--- src/rtl/demux_stream.sv ---
// One-to-N stream demultiplexer with a one-entry output register per channel.
// Supports unicast by select index, optional broadcast, and counts beats whose select is out of range.
module demux_stream #(
    parameter int unsigned DATA_W   = 8,
    parameter int unsigned N_OUT    = 4,
    parameter int unsigned SEL_W    = 2,
    parameter bit          BCAST_EN = 1'b1
) (
    input  logic                    clk,
    input  logic                    rst,
    input  logic [DATA_W-1:0]       in_data,
    input  logic [SEL_W-1:0]        in_sel,
    input  logic                    in_bcast,
    input  logic                    in_valid,
    output logic                    in_ready,
    output logic [N_OUT*DATA_W-1:0] out_data,
    output logic [N_OUT-1:0]        out_valid,
    input  logic [N_OUT-1:0]        out_ready,
    output logic [7:0]              err_cnt
);

    logic [N_OUT-1:0]        vld_q, vld_d;
    logic [N_OUT*DATA_W-1:0] data_q, data_d;
    logic [7:0]              err_q, err_d;

    logic [N_OUT-1:0] can_load;
    logic [N_OUT-1:0] sel_hit;
    logic             bcast;
    logic             sel_ok;
    logic             xfer;

    function automatic logic [7:0] sat_inc(input logic [7:0] v);
        return (v == 8'hFF) ? v : v + 8'd1;
    endfunction

    assign bcast    = BCAST_EN && in_bcast;
    assign can_load = ~vld_q | out_ready;

    // sel_hit is all-zero when in_sel names a channel that does not exist
    always_comb begin
        sel_hit = '0;
        for (int k = 0; k < N_OUT; k++) begin
            sel_hit[k] = (in_sel == SEL_W'(k));
        end
    end

    assign sel_ok = |sel_hit;

    always_comb begin
        in_ready = 1'b1;
        if (bcast) begin
            in_ready = &can_load;
        end else if (sel_ok) begin
            in_ready = |(sel_hit & can_load);
        end
    end

    assign xfer = in_valid && in_ready;

    always_comb begin
        vld_d  = vld_q;
        data_d = data_q;
        err_d  = err_q;
        for (int k = 0; k < N_OUT; k++) begin
            if (xfer && (bcast || sel_hit[k])) begin
                vld_d[k]                   = 1'b1;
                data_d[k*DATA_W +: DATA_W] = in_data;
            end else if (out_ready[k]) begin
                vld_d[k] = 1'b0;
            end
        end
        if (xfer && !bcast && !sel_ok) begin
            err_d = sat_inc(err_q);
        end
    end

    always_ff @(posedge clk or posedge rst) begin
        if (rst) begin
            vld_q  <= '0;
            data_q <= '0;
            err_q  <= '0;
        end else begin
            vld_q  <= vld_d;
            data_q <= data_d;
            err_q  <= err_d;
        end
    end

    assign out_valid = vld_q;
    assign out_data  = data_q;
    assign err_cnt   = err_q;

endmodule

--- config.mk ---
export PLATFORM = sky130hd
export DESIGN_NAME = demux_stream
export DESIGN_NICKNAME = d
export VERILOG_FILES = /design/src/rtl/demux_stream.sv
export SDC_FILE = /design/constraint.sdc
export NUM_CORES = 1
export LEC_CHECK = 0
export CORE_MARGIN = 4
export CORE_UTILIZATION = 30
export DETAILED_ROUTE_END_ITERATION = 10
export MAX_ROUTING_LAYER = met4
export PLACE_DENSITY = 0.67
export SYNTH_ARGS = -nofsm -noshare
export SYNTH_HDL_FRONTEND = slang
export SYNTH_SLANG_ARGS = --single-unit
--- constraint.sdc ---
create_clock -name clk -period 3.74 [get_ports clk]
set_input_delay 0.935 -clock clk [delete_from_list [all_inputs] [get_ports clk]]
set_output_delay 0.935 -clock clk [all_outputs]
set_load 0.03 [all_outputs]
After elaboration in Yosys (flattened, before gate mapping)
Index checks and enable logic that the tools add are counted.
{"block": "word_totals", "reg_bits": 44, "inputBits": 18, "out_inout_bits": 45, "wordCells": 50}
{"block": "op_classes", "addsub": 1, "n_eq_ne": 4, "muxes": 10, "bitwise": 4, "n_reduce_logical": 22}
{"op": "1-bit 2-to-1 mux", "count": 10}
{"op": "8-bit by 1-bit adder with 8-bit output (second input constant)", "count": 1}
{"op": "8-bit equality test (second input constant)", "count": 1}
{"op": "2-bit nonzero test", "count": 4}
{"op": "4-bit OR reduction", "count": 2}
{"op": "1-bit logical AND", "count": 7}
{"op": "4-bit AND", "count": 1}
{"op": "2-bit equality test (second input constant)", "count": 2}
{"op": "1-bit logical OR", "count": 4}
{"op": "4-bit NOT", "count": 1}
{"op": "4-bit bitwise OR", "count": 1}
{"op": "4-bit AND reduction", "count": 1}
{"op": "2-bit by 1-bit equality test with 1-bit output (second input constant)", "count": 1}
{"op": "1-bit logical NOT", "count": 2}
{"op": "2-bit logical NOT", "count": 1}
{"op": "2-bit AND reduction", "count": 1}
{"op": "1-bit NOT", "count": 1}

Longest topological paths before layout
Gate-level depths: netlist (run 1).
{"block": "depth", "depth_word": 10, "depth_mapped": 4, "mapped_depth_nobuf": 4}

Least setup slack after synthesis (run 1)
OpenSTA, ideal clock, no wires.
{"block": "synth_timing", "path_type": "input-to-output", "from": "input out_ready[3]", "to": "output in_ready", "arrival_time_ns": 1.952, "required_ns": 2.805, "setup_slack_ns": 0.853, "cell_stages": 4, "n_path_buf": 0, "path_cell_list": "or2b_2 mux4_2 nor2_1 a21oi_1"}
{"block": "synth_via", "elab_chain_len": 5, "elab_cells_between_ends": 6, "classes_between": "mux: 2; bitwise: 2; reduce/logical: 2"}
{"element": "start: declaration", "line_no": "18", "text": "input logic [N_OUT-1:0] out_ready,"}
{"element": "4-bit bitwise OR (*)", "line_no": "37", "text": "assign can_load = ~vld_q | out_ready;"}
{"element": "4-bit AND", "line_no": "54", "text": "in_ready = |(sel_hit & can_load);"}
{"element": "4-bit OR reduction", "line_no": "54"}
{"element": "1-bit 2-to-1 mux", "line_no": "53", "text": "end else if (sel_ok) begin"}
{"element": "1-bit 2-to-1 mux (*)", "line_no": "51", "text": "if (bcast) begin"}
{"element": "end: declaration", "line_no": "15", "text": "output logic in_ready,"}
Mark *: on every way between the ends. The rest lies on a longest branch, timed or not.

Worst setup path in the final report (run 1)
Ends and elaborated chain as after synthesis.

==> results.cfg, run 1 <==
[routing]
drt-pass1-iter-count = 3
drtIter0Drc = 31
drt-total-wl_um = 3990
vias = 1101
wl_per_cell_um = 15.9
drc = 0
via_per_inst = 4.40
drt.antenna.violating_nets = 0

[global_route]
grt_first_pass_wirelength_um = 6650
grt_pass1_vias = 1278
track_usage = 0.123
antenna_found_initial = 0
grt_max_degree = 45
overflow = 0

[cells_and_area]
area_delta_synth_final_pct = 46.6
fill_cells = 483
mostFrequentLayoutCells = 61 x clkdlybuf4s50_1, 44 x dfrtp_1, 31 x mux2_2
post-route-util = 0.458
layout_commonest_cell = clkdlybuf4s50_1
finalNetCount = 195
drive_above_1_share = 0.303
instances_no_fill = 250
antenna_cells = 0

[placed_design]
io_buffers = 62
dp.cells = 242
gp_congestion = 0.868
post-place-ws_ns = -0.0411
dp_hpwl_um = 2910

[clock_tree]
post_cts_buffers = 0
cts.path.max_buffers = 2
insertion_delay_ns = 0.28
cts_resized = 1
cts_tree = yes
htreeDepth = 2
cts_buffers = 5
cts_root_buf = clkbuf_8
cts.clk_slew.worst_paths_ns = 0.07
cts_hold_buf = 0
cts.sinks = 44

[floorplanning]
die_y_um = 83.9
num_io_pins = 63
coreArea_sq_mm = 0.00554
die_x_um = 83.9
initial_core_util = 0.312
die_area_sq_mm = 0.00705
num_rows = 27

[yosys]
synthAdderAreaFrac = 0
synth_xor_area_frac = 0
yosys.cell_types.count = 21
synth_area_per_cell_sq_um = 15.6
synth_compound_gate_area_share = 0.0463
yosysSeqAreaShare = 0.636
muxShareOfSynthArea = 0.221
synth_area_leaders = dfrtp_1 64%, mux2_2 20%, o21ai_4 2.8%
synth_top_area_share = 0.636
synth_seq_cells = 44
syn-cell-area_sq_mm = 0.00173
yosysWarnings = 0
synth_top_family_by_area = multiplexers
synthSimpleGateAreaFrac = 0.0766
syn_nets = 129
yosysTopAreaCell = dfrtp_1
syn_inst = 111

[power]
power_density_mw_per_mm2 = 665
p_sw_frac = 0.358
seq_power_share = 0.393
clkPwrFrac = 0.174
p_comb_frac = 0.433
p_int_w = 0.00108
p_leak_nw = 1.05
p_switching_w = 0.000604
ir_worst_vdd_mv = 0.312

[sta]
timing.final.crit_share = 0.948
hold_viol_final = 0
clock_skew_ns = 0.00348
max_slew.worst_pin.slew_ns = 0.882
setup_viol = 0
finalCriticalPeriod_ns = 3.55
relSlewSlack = 0.411
worst_slack_ns = 0.194
slew_viol_final = 0
holdWs_ns = 0.378
rsz0062_at_grt = no
fmax_ghz = 0.282

[worst_setup_path]
cp.required_ns = 2.80
crit_fanout = 2
crit_path_end_kind = output pin
max_stage_delay_ns = 0.46
arrival_ns = 2.61
critPathSlowestCell = mux4_2
cp-start-kind = primary input
critical_path_class = in -> out
crit_chain = clkdlybuf4s50_1 > or2b_2 > mux4_2 > nor2_1 > a21oi_1 > dlygate4sd2_1

[worst_hold_path]
hp-class = reg -> reg

[run_status]
outcome = finished, final reports clean

[job]
maxCapViolations = 0
cell usage after synthesis, drive strengths merged:
cell and n:
nand4 3, nand3b 1, clkbuf 8, dfrtp 44, mux4 1, o21ai 3, nand2b 4, nor2b 1
nand2 3, mux2 32, a21oi 2, a21bo 1, nor2 2, nor3b 1, or2b 3, inv 1
nand3 1
logic make-up (layout without fill, tap and decap cells):
| group | after synthesis | after routing |
|---|---|---|
| muxes | 33 | 33 |
| buffers and inverters | 9 | 76 |
| and+or+nand+nor | 19 | 19 |
| DFF | 44 | 44 |
| AOI/OAI and AO/OA | 6 | 6 |
layer usage:
layer | track usage | vias to the layer above | routed length (um)
met2 | 0.195 | 49 | 1930
met1 | 0.152 | 538 | 1790
met5 | - | - | 0
li1 | - | 512 | -
met3 | 0.0464 | 2 | 266
met4 | 0.0263 | 0 | 10
metrics by stage:
step | instance area, sq um | power [W] | TNS (ns)
floorplan | 1730 | 0.00108 | 0
finish | 2540 | 0.00169 | 0
CTS | 2540 | 0.00172 | 0
global placement | 2450 | 0.00139 | -0.0223
detailed placement | 2450 | 0.00142 | -0.0411
global route | 2540 | 0.00178 | 0
flip-flops by register name, summed over array words and instances, names as in the netlist:
name / count
out_data: 32
err_cnt: 8
out_valid: 4
area by class of cell:
type | instances | area [sq um] | share of cell area
clock buffers | 8 | 90.1 | 0.0355
multi-input cells | 58 | 596 | 0.235
well taps | 72 | 90.1 | 0.0355
repair buffers | 67 | 657 | 0.259
inverters | 1 | 3.75 | 0.00148
flip-flops and latches | 44 | 1100 | 0.434
critical path: cells and delay by family:
family / cells / cell delay [ns]
AO/OA/AOI/OAI: 1 / 0.04
AND/OR/NAND/NOR: 2 / 0.40
multiplexers: 1 / 0.46
buffers and inverters: 2 / 0.76
power by group through the flow:
stage / Combinational, W / Clock [W] / Sequential (W)
3_3_place_gp: 0.000729 / 0 / 0.000666
2_1_floorplan: 0.000166 / 0 / 0.000911
5_1_grt: 0.000765 / 0.000334 / 0.000681
3_5_place_dp: 0.000741 / 0 / 0.000675
6_report: 0.000731 / 0.000294 / 0.000663
4_1_cts: 0.000742 / 0.000312 / 0.000666
worst paths after layout:
kind,start,endpoint,slack (ns),cells past startpoint
setup / recovery,out_ready[3],in_ready,0.19,6
hold / removal,err_cnt[1]$_DFFE_PP0P_,err_cnt[1]$_DFFE_PP0P_,0.38,0
setup reg to reg,out_valid[0]$_DFFE_PP0P_,out_data[16]$_DFFE_PP0P_,1.95,5
hold reg to reg,err_cnt[1]$_DFFE_PP0P_,err_cnt[1]$_DFFE_PP0P_,0.38,0
max in group asynchronous,rst,err_cnt[3]$_DFFE_PP0P_,2.03,2
min in group asynchronous,rst,err_cnt[6]$_DFFE_PP0P_,1.15,2
Note: power is estimated with default switching activity, not from simulation.
==> inputs of run 2 (changes only) <==
--- a/config.mk
+++ b/config.mk
@@ -7,2 +7,3 @@
 export LEC_CHECK = 0
+export CORE_ASPECT_RATIO = 1.5
 export CORE_MARGIN = 4
==> constraint.sdc (replaced) <==
create_clock -name clk -period 3.4 [get_ports clk]
set_input_delay 0.85 -clock clk [delete_from_list [all_inputs] [get_ports clk]]
set_output_delay 0.85 -clock clk [all_outputs]
set_load 0.02 [all_outputs]
==> run 2 against run 1 <==
Compared with the run above: final cell count decreased by 0.80%; global-route usage up 0.12 points; flip-flop and latch count unchanged; critical path depth is the same; register-to-register slack got worse by 0.33 ns; hold slack is essentially flat; via count grew 0.82%; combinational power down 4.1%; critical endpoint unchanged; largest cell class unchanged; largest power group is now registers.
==> results.cfg, run 2 (same netlist as run 1, synthesis figures left out) <==
[sta]
relSlewSlack = 0.412
finalCriticalPeriod_ns = 3.34
timing.final.crit_share = 0.982
slew_viol_final = 0
holdWs_ns = 0.378
max_slew.worst_pin.slew_ns = 0.881
fmax_ghz = 0.299
setup_viol = 0
rsz0062_at_grt = no
hold_viol_final = 0
clock_skew_ns = 0.00624

[routing]
vias = 1110
via_per_inst = 4.48
drt-pass1-iter-count = 3
drc = 0
drt-total-wl_um = 4030
drtIter0Drc = 53
drt.antenna.violating_nets = 0
wl_per_cell_um = 16.2

[global_route]
overflow = 0
antenna_found_initial = 0
grt_max_degree = 45
track_usage = 0.125
grt_pass1_vias = 1282
grt_first_pass_wirelength_um = 6640

[cells_and_area]
largest_reg_flops = 32
fin_area_sq_mm = 0.00253
finalNetCount = 195
post-route-util = 0.458
antenna_cells = 0
mostFrequentLayoutCells = 61 x clkdlybuf4s50_1, 44 x dfrtp_1, 31 x mux2_2
layout_commonest_cell = clkdlybuf4s50_1
drive_above_1_share = 0.303
instances_no_fill = 248
area_delta_synth_final_pct = 46.5

[worst_setup_path]
cp-start-kind = primary input
ff2ff_path_depth = 5
crit_fanout = 2
crit_path_end_kind = output pin
critical_path_class = in -> out
cp.required_ns = 2.55
arrival_ns = 2.49

[floorplanning]
num_io_pins = 63
num_rows = 33
die_x_um = 70.0
die_area_sq_mm = 0.00707
die_y_um = 101
coreArea_sq_mm = 0.00553
initial_core_util = 0.313

[placed_design]
dp_hpwl_um = 3030
dp.cells = 240
io_buffers = 62
dpl_cell_area_sq_mm = 0.00245
gp_congestion = 0.913

[clock_tree]
cts.clk_slew.worst_paths_ns = 0.07
insertion_delay_ns = 0.29
cts.sinks = 44
cts_buffers = 5
cts_root_buf = clkbuf_8
cts.path.max_buffers = 2
cts_tree = yes
htreeDepth = 2
cts_hold_buf = 0

[worst_hold_path]
hp-class = reg -> reg
hold_path_depth = 0

[power]
power_density_mw_per_mm2 = 692
p_leak_nw = 1.05
fin_total_pwr_w = 0.00175
ir_worst_vdd_mv = 0.368

[run_status]
outcome = finished, final reports clean

[job]
maxCapViolations = 0
-- run 2: power breakdown --
group,internal (W),total [W],switching (W)
clock network,0.000166,0.000324,0.000159
registers,0.000657,0.000730,0.0000725
logic,0.000371,0.000701,0.000330
total,0.00119,0.00175,0.000561
-- run 2: area by class of cell --
cell class | count | area (sq um)
timing repair buffer | 67 | 657
multi-input combinational | 58 | 596
tap | 70 | 87.6
inverter | 1 | 3.75
sequential | 44 | 1100
fill | 519 | 3000
clock buffer | 8 | 90.1
-- run 2: worst max-delay path, cell delays in order --
cell and delay (ns):
clkdlybuf4s50_1 0.40, or2b_2 0.31, mux4_2 0.47, nor2_1 0.10, a21oi_1 0.04, dlygate4sd2_1 0.33
-- run 2: final timing paths --
check | from | to | slack (ns)
setup / recovery | out_ready[3] | in_ready | 0.06
hold / removal | err_cnt[5]$_DFFE_PP0P_ | err_cnt[5]$_DFFE_PP0P_ | 0.38
setup reg to reg | out_valid[0]$_DFFE_PP0P_ | out_data[26]$_DFFE_PP0P_ | 1.62
hold reg to reg | err_cnt[5]$_DFFE_PP0P_ | err_cnt[5]$_DFFE_PP0P_ | 0.38
max in group asynchronous | rst | out_data[25]$_DFFE_PP0P_ | 1.79
min in group asynchronous | rst | out_data[20]$_DFFE_PP0P_ | 1.07
-- run 2: per-stage QoR --
step	setup TNS (ns)	worst slack [ns]
final	0	0.0597
after global routing	0	0.00757
after floorplan	0	0.716
after CTS	0	0.0421
after global placement	-0.133	-0.133
after detailed placement	-0.175	-0.175
-- run 2: metal layers --
layer	track usage	routed length (um)	vias to the layer above
met4	0.0354	52	0
met2	0.217	2140	48
li1	-	-	510
met3	0.0349	229	5
met5	-	0	-
met1	0.140	1610	547
-- run 2: what timing repair did --
| item | CTS | global route |
|---|---|---|
| buffers inserted | 0 | 0 |
| gates resized for setup | 1 | 0 |
| endpoints found under the setup margin | 1 | 0 |
==> inputs of run 3 (changes only) <==
SKIP_LAST_GASP = 1   (was default)
==> results of run 3 <==
Final layout, timing and power as in run 2 (identical DEF).
